**src/rtl/mgia_pkg.sv**
```systemverilog
// Shared constants and state encoding for the MGIA video fetch stage.
package mgia_pkg;

    // Default geometry: 640 px at 1 bpp, 16-bit framebuffer words.
    localparam int MGIA_WORDS_PER_LINE = 40;
    localparam int MGIA_ADR_WIDTH      = 23;
    localparam int MGIA_LB_AW          = 6;
    localparam int MGIA_DATA_WIDTH     = 16;

    // Line fetch controller states.
    typedef enum logic {
        ST_IDLE  = 1'b0,
        ST_FETCH = 1'b1
    } fetch_state_t;

endpackage

```
**src/rtl/mgia_line_ram.sv**
```systemverilog
// Ping-pong line buffer: two banks of 2**LB_AW x 16 words in one simple
// dual-port RAM. The bank select is the top address bit on both ports.
// Synchronous write port and synchronous (registered) read port so the
// array maps onto a single block RAM.
module mgia_line_ram
    import mgia_pkg::*;
#(
    parameter int LB_AW = MGIA_LB_AW,
    parameter int DW    = MGIA_DATA_WIDTH
) (
    input  logic             clk,
    input  logic             we,
    input  logic [LB_AW:0]   waddr,
    input  logic [DW-1:0]    wdata,
    input  logic [LB_AW:0]   raddr,
    output logic [DW-1:0]    rdata
);

    logic [DW-1:0] mem [2**(LB_AW+1)];

    // Write port: one word per acknowledged bus read.
    // NOTE: the array has no reset; block RAMs cannot be cleared in one
    // cycle, and any reset branch here would force it into flip-flops.
    always_ff @(posedge clk) begin
        if (we) begin
            mem[waddr] <= wdata;
        end
    end

    // Read port: registered output, one cycle of latency.
    always_ff @(posedge clk) begin
        rdata <= mem[raddr];
    end

endmodule

```
**src/rtl/mgia_video_fetch.sv**
```systemverilog
// MGIA video fetch: on every HSTART_I pulse, reads one scanline of
// framebuffer words over a classic Wishbone B3 master port into the write
// bank of a ping-pong line buffer while the pixel shifter reads the other
// (display) bank.
// Optional build macro: MGIA_FETCH_DOUBLESCAN_EN -- fetch only every second
// HSTART_I so each fetched line is displayed twice.
module mgia_video_fetch
    import mgia_pkg::*;
#(
    parameter int WORDS_PER_LINE = MGIA_WORDS_PER_LINE,
    parameter int ADR_WIDTH      = MGIA_ADR_WIDTH,
    parameter int LB_AW          = MGIA_LB_AW
) (
    input  logic                 CLK_I,
    input  logic                 RST_I,
    input  logic [ADR_WIDTH-1:0] FB_BASE_I,
    input  logic                 VSTART_I,
    input  logic                 HSTART_I,
    output logic [ADR_WIDTH-1:0] ADR_O,
    output logic                 CYC_O,
    output logic                 STB_O,
    input  logic                 ACK_I,
    input  logic [15:0]          DAT_I,
    input  logic [LB_AW-1:0]     LB_ADR_I,
    output logic [15:0]          LB_DAT_O,
    output logic                 UNDERRUN_O
);

    localparam logic [ADR_WIDTH-1:0] LINE_STRIDE = ADR_WIDTH'(WORDS_PER_LINE);
    localparam logic [LB_AW-1:0]     LAST_WORD   = LB_AW'(WORDS_PER_LINE - 1);

    fetch_state_t          state_q, state_d;
    logic [LB_AW-1:0]      cnt_q, cnt_d;
    logic [ADR_WIDTH-1:0]  line_ptr_q, line_ptr_d;
    logic [ADR_WIDTH-1:0]  adr_q, adr_d;
    logic                  wbank_q, wbank_d;
    logic                  cyc_q, cyc_d;
    logic                  underrun_q, underrun_d;
    logic                  ram_we;
    logic [ADR_WIDTH-1:0]  start_base;
    logic                  start;
    logic                  rd_valid_q;
    logic [15:0]           ram_q;

`ifdef MGIA_FETCH_DOUBLESCAN_EN
    logic parity_q, parity_d, parity_eff;

    // Line parity: VSTART_I clears it before the HSTART_I of the same cycle
    // is considered; odd lines start no fetch and keep the displayed bank.
    always_comb begin
        parity_eff = VSTART_I ? 1'b0 : parity_q;
        parity_d   = HSTART_I ? ~parity_eff : parity_eff;
        start      = HSTART_I & ~parity_eff;
    end

    // Parity register.
    always_ff @(posedge CLK_I) begin
        if (RST_I) begin
            parity_q <= 1'b0;
        end else begin
            parity_q <= parity_d;
        end
    end
`else
    assign start = HSTART_I;
`endif

    // Next-state and datapath: frame restart, word acceptance, line start.
    // NOTE: every signal gets a default first so no path leaves one
    // unassigned and no latch is inferred.
    always_comb begin
        state_d    = state_q;
        cnt_d      = cnt_q;
        line_ptr_d = line_ptr_q;
        adr_d      = adr_q;
        wbank_d    = wbank_q;
        cyc_d      = cyc_q;
        underrun_d = underrun_q;
        ram_we     = 1'b0;
        start_base = line_ptr_q;

        if (VSTART_I) begin
            // New frame: abort any burst and rewind to the framebuffer base.
            state_d    = ST_IDLE;
            cyc_d      = 1'b0;
            line_ptr_d = FB_BASE_I;
            underrun_d = 1'b0;
            start_base = FB_BASE_I;
        end else if (state_q == ST_FETCH) begin
            if (start) begin
                // Previous line never finished: skip to the next line start
                // so the frame stays aligned.
                underrun_d = 1'b1;
                start_base = line_ptr_q + LINE_STRIDE;
            end else if (ACK_I) begin
                ram_we = 1'b1;
                cnt_d  = cnt_q + 1'b1;
                adr_d  = line_ptr_q + ADR_WIDTH'(cnt_q) + ADR_WIDTH'(1);
                if (cnt_q == LAST_WORD) begin
                    state_d    = ST_IDLE;
                    cyc_d      = 1'b0;
                    line_ptr_d = line_ptr_q + LINE_STRIDE;
                end
            end
        end

        if (start) begin
            state_d    = ST_FETCH;
            cnt_d      = '0;
            line_ptr_d = start_base;
            adr_d      = start_base;
            wbank_d    = ~wbank_q;
            cyc_d      = 1'b1;
        end
    end

    // State register.
    // NOTE: sequential state uses non-blocking assignments so every register
    // samples its next value at the same edge regardless of statement order.
    always_ff @(posedge CLK_I) begin
        if (RST_I) begin
            state_q <= ST_IDLE;
        end else begin
            state_q <= state_d;
        end
    end

    // Datapath registers: bus outputs, counters, bank select, sticky flag.
    always_ff @(posedge CLK_I) begin
        if (RST_I) begin
            cnt_q      <= '0;
            line_ptr_q <= '0;
            adr_q      <= '0;
            wbank_q    <= 1'b0;
            cyc_q      <= 1'b0;
            underrun_q <= 1'b0;
        end else begin
            cnt_q      <= cnt_d;
            line_ptr_q <= line_ptr_d;
            adr_q      <= adr_d;
            wbank_q    <= wbank_d;
            cyc_q      <= cyc_d;
            underrun_q <= underrun_d;
        end
    end

    // Shifter read qualifier: addresses past the end of the line read as 0.
    always_ff @(posedge CLK_I) begin
        if (RST_I) begin
            rd_valid_q <= 1'b0;
        end else begin
            rd_valid_q <= (32'(LB_ADR_I) < WORDS_PER_LINE);
        end
    end

    mgia_line_ram #(
        .LB_AW (LB_AW),
        .DW    (16)
    ) u_line_ram (
        .clk   (CLK_I),
        .we    (ram_we),
        .waddr ({wbank_q, cnt_q}),
        .wdata (DAT_I),
        .raddr ({~wbank_q, LB_ADR_I}),
        .rdata (ram_q)
    );

    // Single-read classic cycles: strobe follows the cycle signal.
    assign ADR_O      = adr_q;
    assign CYC_O      = cyc_q;
    assign STB_O      = cyc_q;
    assign UNDERRUN_O = underrun_q;
    assign LB_DAT_O   = rd_valid_q ? ram_q : 16'h0000;

endmodule

```
**config.mk**
```make
export PLATFORM = sky130hd
export DESIGN_NAME = mgia_video_fetch
export DESIGN_NICKNAME = d
export VERILOG_FILES = /design/src/rtl/mgia_pkg.sv /design/src/rtl/mgia_line_ram.sv /design/src/rtl/mgia_video_fetch.sv
export SDC_FILE = /design/constraint.sdc
export NUM_CORES = 2
export LEC_CHECK = 0
export CAP_MARGIN = 30
export CORE_MARGIN = 8
export CORE_UTILIZATION = 59
export DETAILED_ROUTE_END_ITERATION = 6
export HOLD_SLACK_MARGIN = 0.02
export PLACE_DENSITY = 0.75
export SYNTH_ARGS = -nofsm -noshare
export SYNTH_HDL_FRONTEND = slang
export SYNTH_SLANG_ARGS = --single-unit
```
**constraint.sdc**
```tcl
create_clock -name CLK_I -period 3.5 [get_ports CLK_I]
set_clock_uncertainty 0.15 [all_clocks]
set_input_delay 0.7 -clock CLK_I [delete_from_list [all_inputs] [get_ports CLK_I]]
set_output_delay 0.7 -clock CLK_I [all_outputs]
set_load 0.05 [all_outputs]
```
# Word-level counts from Yosys, hierarchy flattened
# Memories as Yosys holds them, arrays and structs flattened. A register that Yosys moved wholly into a read port is not among the register bits.
# Cells that the tools add are included.
[classes]
add_sub_neg = 4
mul = 0
div_mod_pow = 0
magnitude_cmp = 1
n_eq_ne = 2
shifts = 0
mux = 28
bitwise_logic = 2
n_reduce_logical = 11
[ops]
columns = ["operator", "count"]
rows = [
  ["$mux W23", 11],
  ["$add A23 B1 Y23 const B", 1],
  ["$add A23 B6 Y23", 1],
  ["$add A23 B6 Y23 const B", 1],
  ["$mux W1", 16],
  ["$mux W16", 1],
  ["$reduce_and A3 Y1", 3],
  ["$reduce_bool A3 Y1", 3],
  ["$add A6 B1 Y6 const B", 1],
  ["$eq A6 B6 Y1 const B", 1],
  ["$lt A6 B6 Y1 const B", 1],
  ["$reduce_bool A2 Y1", 2],
  ["$reduce_or A2 Y1", 2],
  ["$ne A2 B1 Y1 const B", 1],
  ["$not A1 Y1", 2],
  ["$reduce_and A2 Y1", 1],
]
[totals]
regBits = 57
latch_bits = 0
ramBits = 2048
romBits = 0
in_bits = 50
output_inout_bits = 42
word_cells = 57
mem_count = 1
[memory_table]
columns = ["memory", "words", "word_bits", "rd", "rd_ports_with_merged_regs", "wr", "line", "text"]
rows = [
  ["u_line_ram.mem", 128, 16, 1, 1, 1, "mgia_line_ram.sv:19", "logic [DW-1:0] mem [2**(LB_AW+1)];"],
]

# Logic depth before layout (Yosys ltp)
[depth]
ltp_word = 6
mapped_depth = 12
ltp_nobuf = 9

# By module
# From an unflattened synthesis, not the netlist that was laid out.
[hier_totals]
hier_cells = 3641
hier_area_um2 = 82693.1
[modules_own_cells]
columns = ["module", "instances", "cells_per_inst", "area_each_um2", "seq_area_each_um2"]
rows = [
  ["mgia_line_ram", 1, 3086, 78522.8, 61819.3],
  ["mgia_video_fetch", 1, 555, 4170.2, 1141.1],
]

# Least setup slack after synthesis
# No wires, ideal clock.
[synth_timing]
kind = "input port to flip-flop"
startpoint = "in VSTART_I"
endpoint = "mem u_line_ram.mem[100][0], enable pin"
setup_ns = 0.388
t_arrival_ns = 2.502
required_time_ns = 2.962
slack_ns = 0.460
stages = 6
n_path_buf = 2
path_cell_list = "nor2b_1 and2_1 clkbuf_1 nand3_1 clkbuf_1 nor2_1"
[synth_via]
elab_chain_len = 3
[synth_lines]
columns = ["element", "line", "text"]
rows = [
  ["start, declared", "mgia_video_fetch.sv:17", "input logic VSTART_I,"],
  ["$mux W1", "mgia_video_fetch.sv:82", "if (VSTART_I) begin"],
  ["$mux W1", "mgia_line_ram.sv:25", "if (we) begin"],
  ["$mux W1 (not written as such)", "mgia_line_ram.sv:26", "mem[waddr] <= wdata;"],
  ["end, declared", "mgia_line_ram.sv:19", ""],
]
# Every way passes these cells.

# Worst setup path after layout
[layout_timing]
startpoint = "reg u_line_ram.rdata[8] (read register of u_line_ram.mem)"
endpoint = "out LB_DAT_O[8]"
[layout_via]
elab_chain_len = 1
[layout_lines]
columns = ["element", "line", "text"]
rows = [
  ["start, declared", "mgia_line_ram.sv:16", "output logic [DW-1:0] rdata"],
  ["$mux W16", "mgia_video_fetch.sv:173", "assign LB_DAT_O = rd_valid_q ? ram_q : 16'h0000;"],
  ["end, declared", "mgia_video_fetch.sv:25", "output logic [15:0] LB_DAT_O,"],
]
# Every way passes these cells.

==> metrics.yaml <==
status: "finished, final reports clean"
cts_setup_buffers: 0
clk_path_buf_depth: 3
cts.sinks: 2121
gp_routability_congestion: 0.9271
dp.cells: 6304
path_clk_slew_ps: 60
critPathRequiredTime_ps: 2650
drt_first_pass_iters: 6
synth_fa_ha_area_share_pct: 0.1446
fp.dieArea_mm2: 0.1530
synth_top_family_by_area: "multiplexers"
start_util_pct: 59.45
synth_common_cells: "edfxtp_1 (2048), mux4_2 (442), nor2_1 (207), mux2i_1 (193), a21oi_1 (147)"
layout-drive-gt1-share_pct: 25.14
first_global_vias: 44878
synthDominantCellAreaShare_pct: 74.05
cts_tree: "yes"
period_needed_ps: 3248
rsz0062_at_grt: "false"
pre_cts_ws_ps: -290.4
dr.first_iter.drc_count: 6239
ctsRootBufferMaster: "clkbuf_16"
period_share_pct: 92.81
area_growth_pct: 15.03
yosys.area_share.simple_pct: 3.117
worst_pin_slew_ps: 1190
syn_inst: 4169
io_pins: 92
cts_made_buffers: 201
core_mm2: 0.1397
grt_overflow_total: 0
post_drt_via_cell_ratio: 6.790
crit_arrival_ps: 2400
htreeDepth: 4
stdcell_count: 6678
syn-cell-area_mm2: 0.08305
report.final.hold_viol_count: 0
max-cap-violations: 0
cts_resized: 0
grt_max_degree: 129
reg2reg_slack_ps: 690
setup_viol: 0
synth_xor_area_share_pct: 0.4956
maxSlewViolCount: 0
nets: 4691
start_kind: "register"
yosysMostFrequentCell: "edfxtp_1"
slew_headroom_pct: 19.91
avgRoutedWirePerCell_um: 33.07
synth_async_sr_flop_share_pct: 0
synth_cell_types: 67
synth_compound_area_share_pct: 4.048
synth_edf_count: 2048
synth_top_cell_by_area: "edfxtp_1"
grtUsageTotal_pct: 28.67
yosysWarnings: 0
die_h_um: 391.2
drtAntennaViolNets: 0
endpoint_kind: "output pin"
fp-row-count: 137
holdCritPathClass: "input port to register"
io_buffer_count: 91
synth.avg_cell_area_um2: 19.92
p_per_area_mw_per_mm2: 546.8
grt_pass1_wl_um: 317000
synth_seq_cells: 2121
ys_top_cells_by_area: "edfxtp_1 (74%), mux4_2 (12%), mux2i_1 (2.3%), dfxtp_1 (1.8%), a22oi_1 (1.1%)"
ir_drop_uv: 423.5
ys_seq_area_share_pct: 75.81
drt_wl_total_um: 220900
critical_path_class: "register to output pin"
synthMuxAreaShare_pct: 14.52
fmax_ghz: 0.3078
die_x_um: 391.2
num_vias: 45341
leakage_nw: 30.80
dp_hpwl_um: 134600
setup_slack_ps: 251.5
synth_flop_cell: "edfxtp_1"
crit_fanout: 1
synth_nets: 4228
antenna_found_initial: 8
drc: 0
postCtsHoldBufs: 0
clk_latency_ps: 830
-- power by group --
group,switching (mW),internal [mW]
combinational,1.98,1.17
clock,9.26,11.8
sequential,0.149,27.9
total,11.4,40.8
-- flip-flops by register name, summed over array words and instances, names as in the netlist --
register / count
state_q: 1
ADR_O: 23
wbank_q: 1
cnt_q: 6
u_line_ram.mem: 2048
UNDERRUN_O: 1
u_line_ram.rdata: 16
line_ptr_q: 23
CYC_O: 1
rd_valid_q: 1
-- area by class of cell --
class / count / area, um^2
Antenna cell: 4 / 10.01
Clock buffer: 273 / 5483
Clock inverter: 96 / 860.8
Fill cell: 8394 / 44160
Inverter: 13 / 48.80
Multi-Input combinational cell: 1773 / 18590
Sequential cell: 2121 / 62960
Tap cell: 1876 / 2347
Timing Repair Buffer: 522 / 5240
-- through the flow --
step	TNS, ps	area [um^2]	util [%]	total power, mW	hold WS (ps)
floorplan	0	83050	-	30.10	334.6
global placement	-1575	89160	63.82	31.60	349.7
global route	0	95530	68.38	53.39	82.33
finish	0	95540	68.39	52.24	79.08
CTS	0	95500	68.36	52.30	29.11
detailed placement	-1554	89160	63.82	31.65	354.1
-- kinds of logic (layout without fill, tap and decap cells) --
group,after synthesis,in the layout
other,0,4
muxes,645,645
AOI/OAI and AO/OA,518,518
DFF,2121,2121
xor gates and xnor gates,47,47
adders and majority gates,9,9
buffers and inverters,275,904
and+or+nand+nor,554,554
-- critical path, stage by stage, from the launching register on --
cell	delay, ps
dfxtp_1	570
and2_1	190
clkdlybuf4s50_1	800
-- final timing paths --
check,from,to,cells after the start
max,u_line_ram.rdata[8],LB_DAT_O[8],2
min,VSTART_I,line_ptr_q[15],3
max reg2reg,u_line_ram.mem[70][10],u_line_ram.rdata[10],5
min reg2reg,UNDERRUN_O,UNDERRUN_O,2
-- routing by layer --
metal / routed length, um / up-vias / track usage [%]
li1: - / 18164 / -
met4: 10390 / 2 / 11.85
met2: 103800 / 3289 / 44.48
met3: 26900 / 483 / 7.130
met1: 79710 / 23403 / 39.50
met5: 13 / - / 0
-- cell usage in the layout, fill, tap and decap left out, types with 7 or more instances in the layout --
| cell type | netlist | layout |
|---|---|---|
| xnor2_1 | 28 | 28 |
| inv_1 | 13 | 13 |
| nor4_1 | 28 | 28 |
| clkinv_8 | 0 | 8 |
| a211oi_1 | 12 | 12 |
| buf_12 | 3 | 89 |
| o22ai_1 | 49 | 49 |
| buf_4 | 25 | 357 |
| o221ai_1 | 16 | 16 |
| dfxtp_1 | 73 | 72 |
| nor2b_1 | 25 | 21 |
| clkbuf_16 | 0 | 203 |
| clkinv_2 | 0 | 28 |
| nor2_1 | 207 | 198 |
| bufinv_16 | 0 | 11 |
| nand3_1 | 55 | 55 |
| or2_2 | 7 | 7 |
| mux2i_1 | 193 | 193 |
| edfxtp_1 | 2048 | 2048 |
| a21oi_1 | 147 | 147 |
| clkdlybuf4s50_1 | 0 | 69 |
| nand2b_1 | 25 | 25 |
| nor2_2 | 0 | 8 |
| clkinv_1 | 0 | 37 |
| clkbuf_1 | 124 | 56 |
| mux4_2 | 442 | 442 |
| a22oi_1 | 125 | 125 |
| xor2_1 | 19 | 19 |
| o21ai_0 | 58 | 58 |
| nand2_1 | 104 | 104 |
| and2_1 | 23 | 22 |
| o211ai_1 | 32 | 32 |
| a31oi_1 | 20 | 20 |
| nor3_1 | 41 | 41 |
| ha_1 | 8 | 8 |
| o21ai_1 | 9 | 9 |
| clkbuf_8 | 0 | 14 |
| nand4_1 | 21 | 21 |
Power figures use the tool's default switching activity.
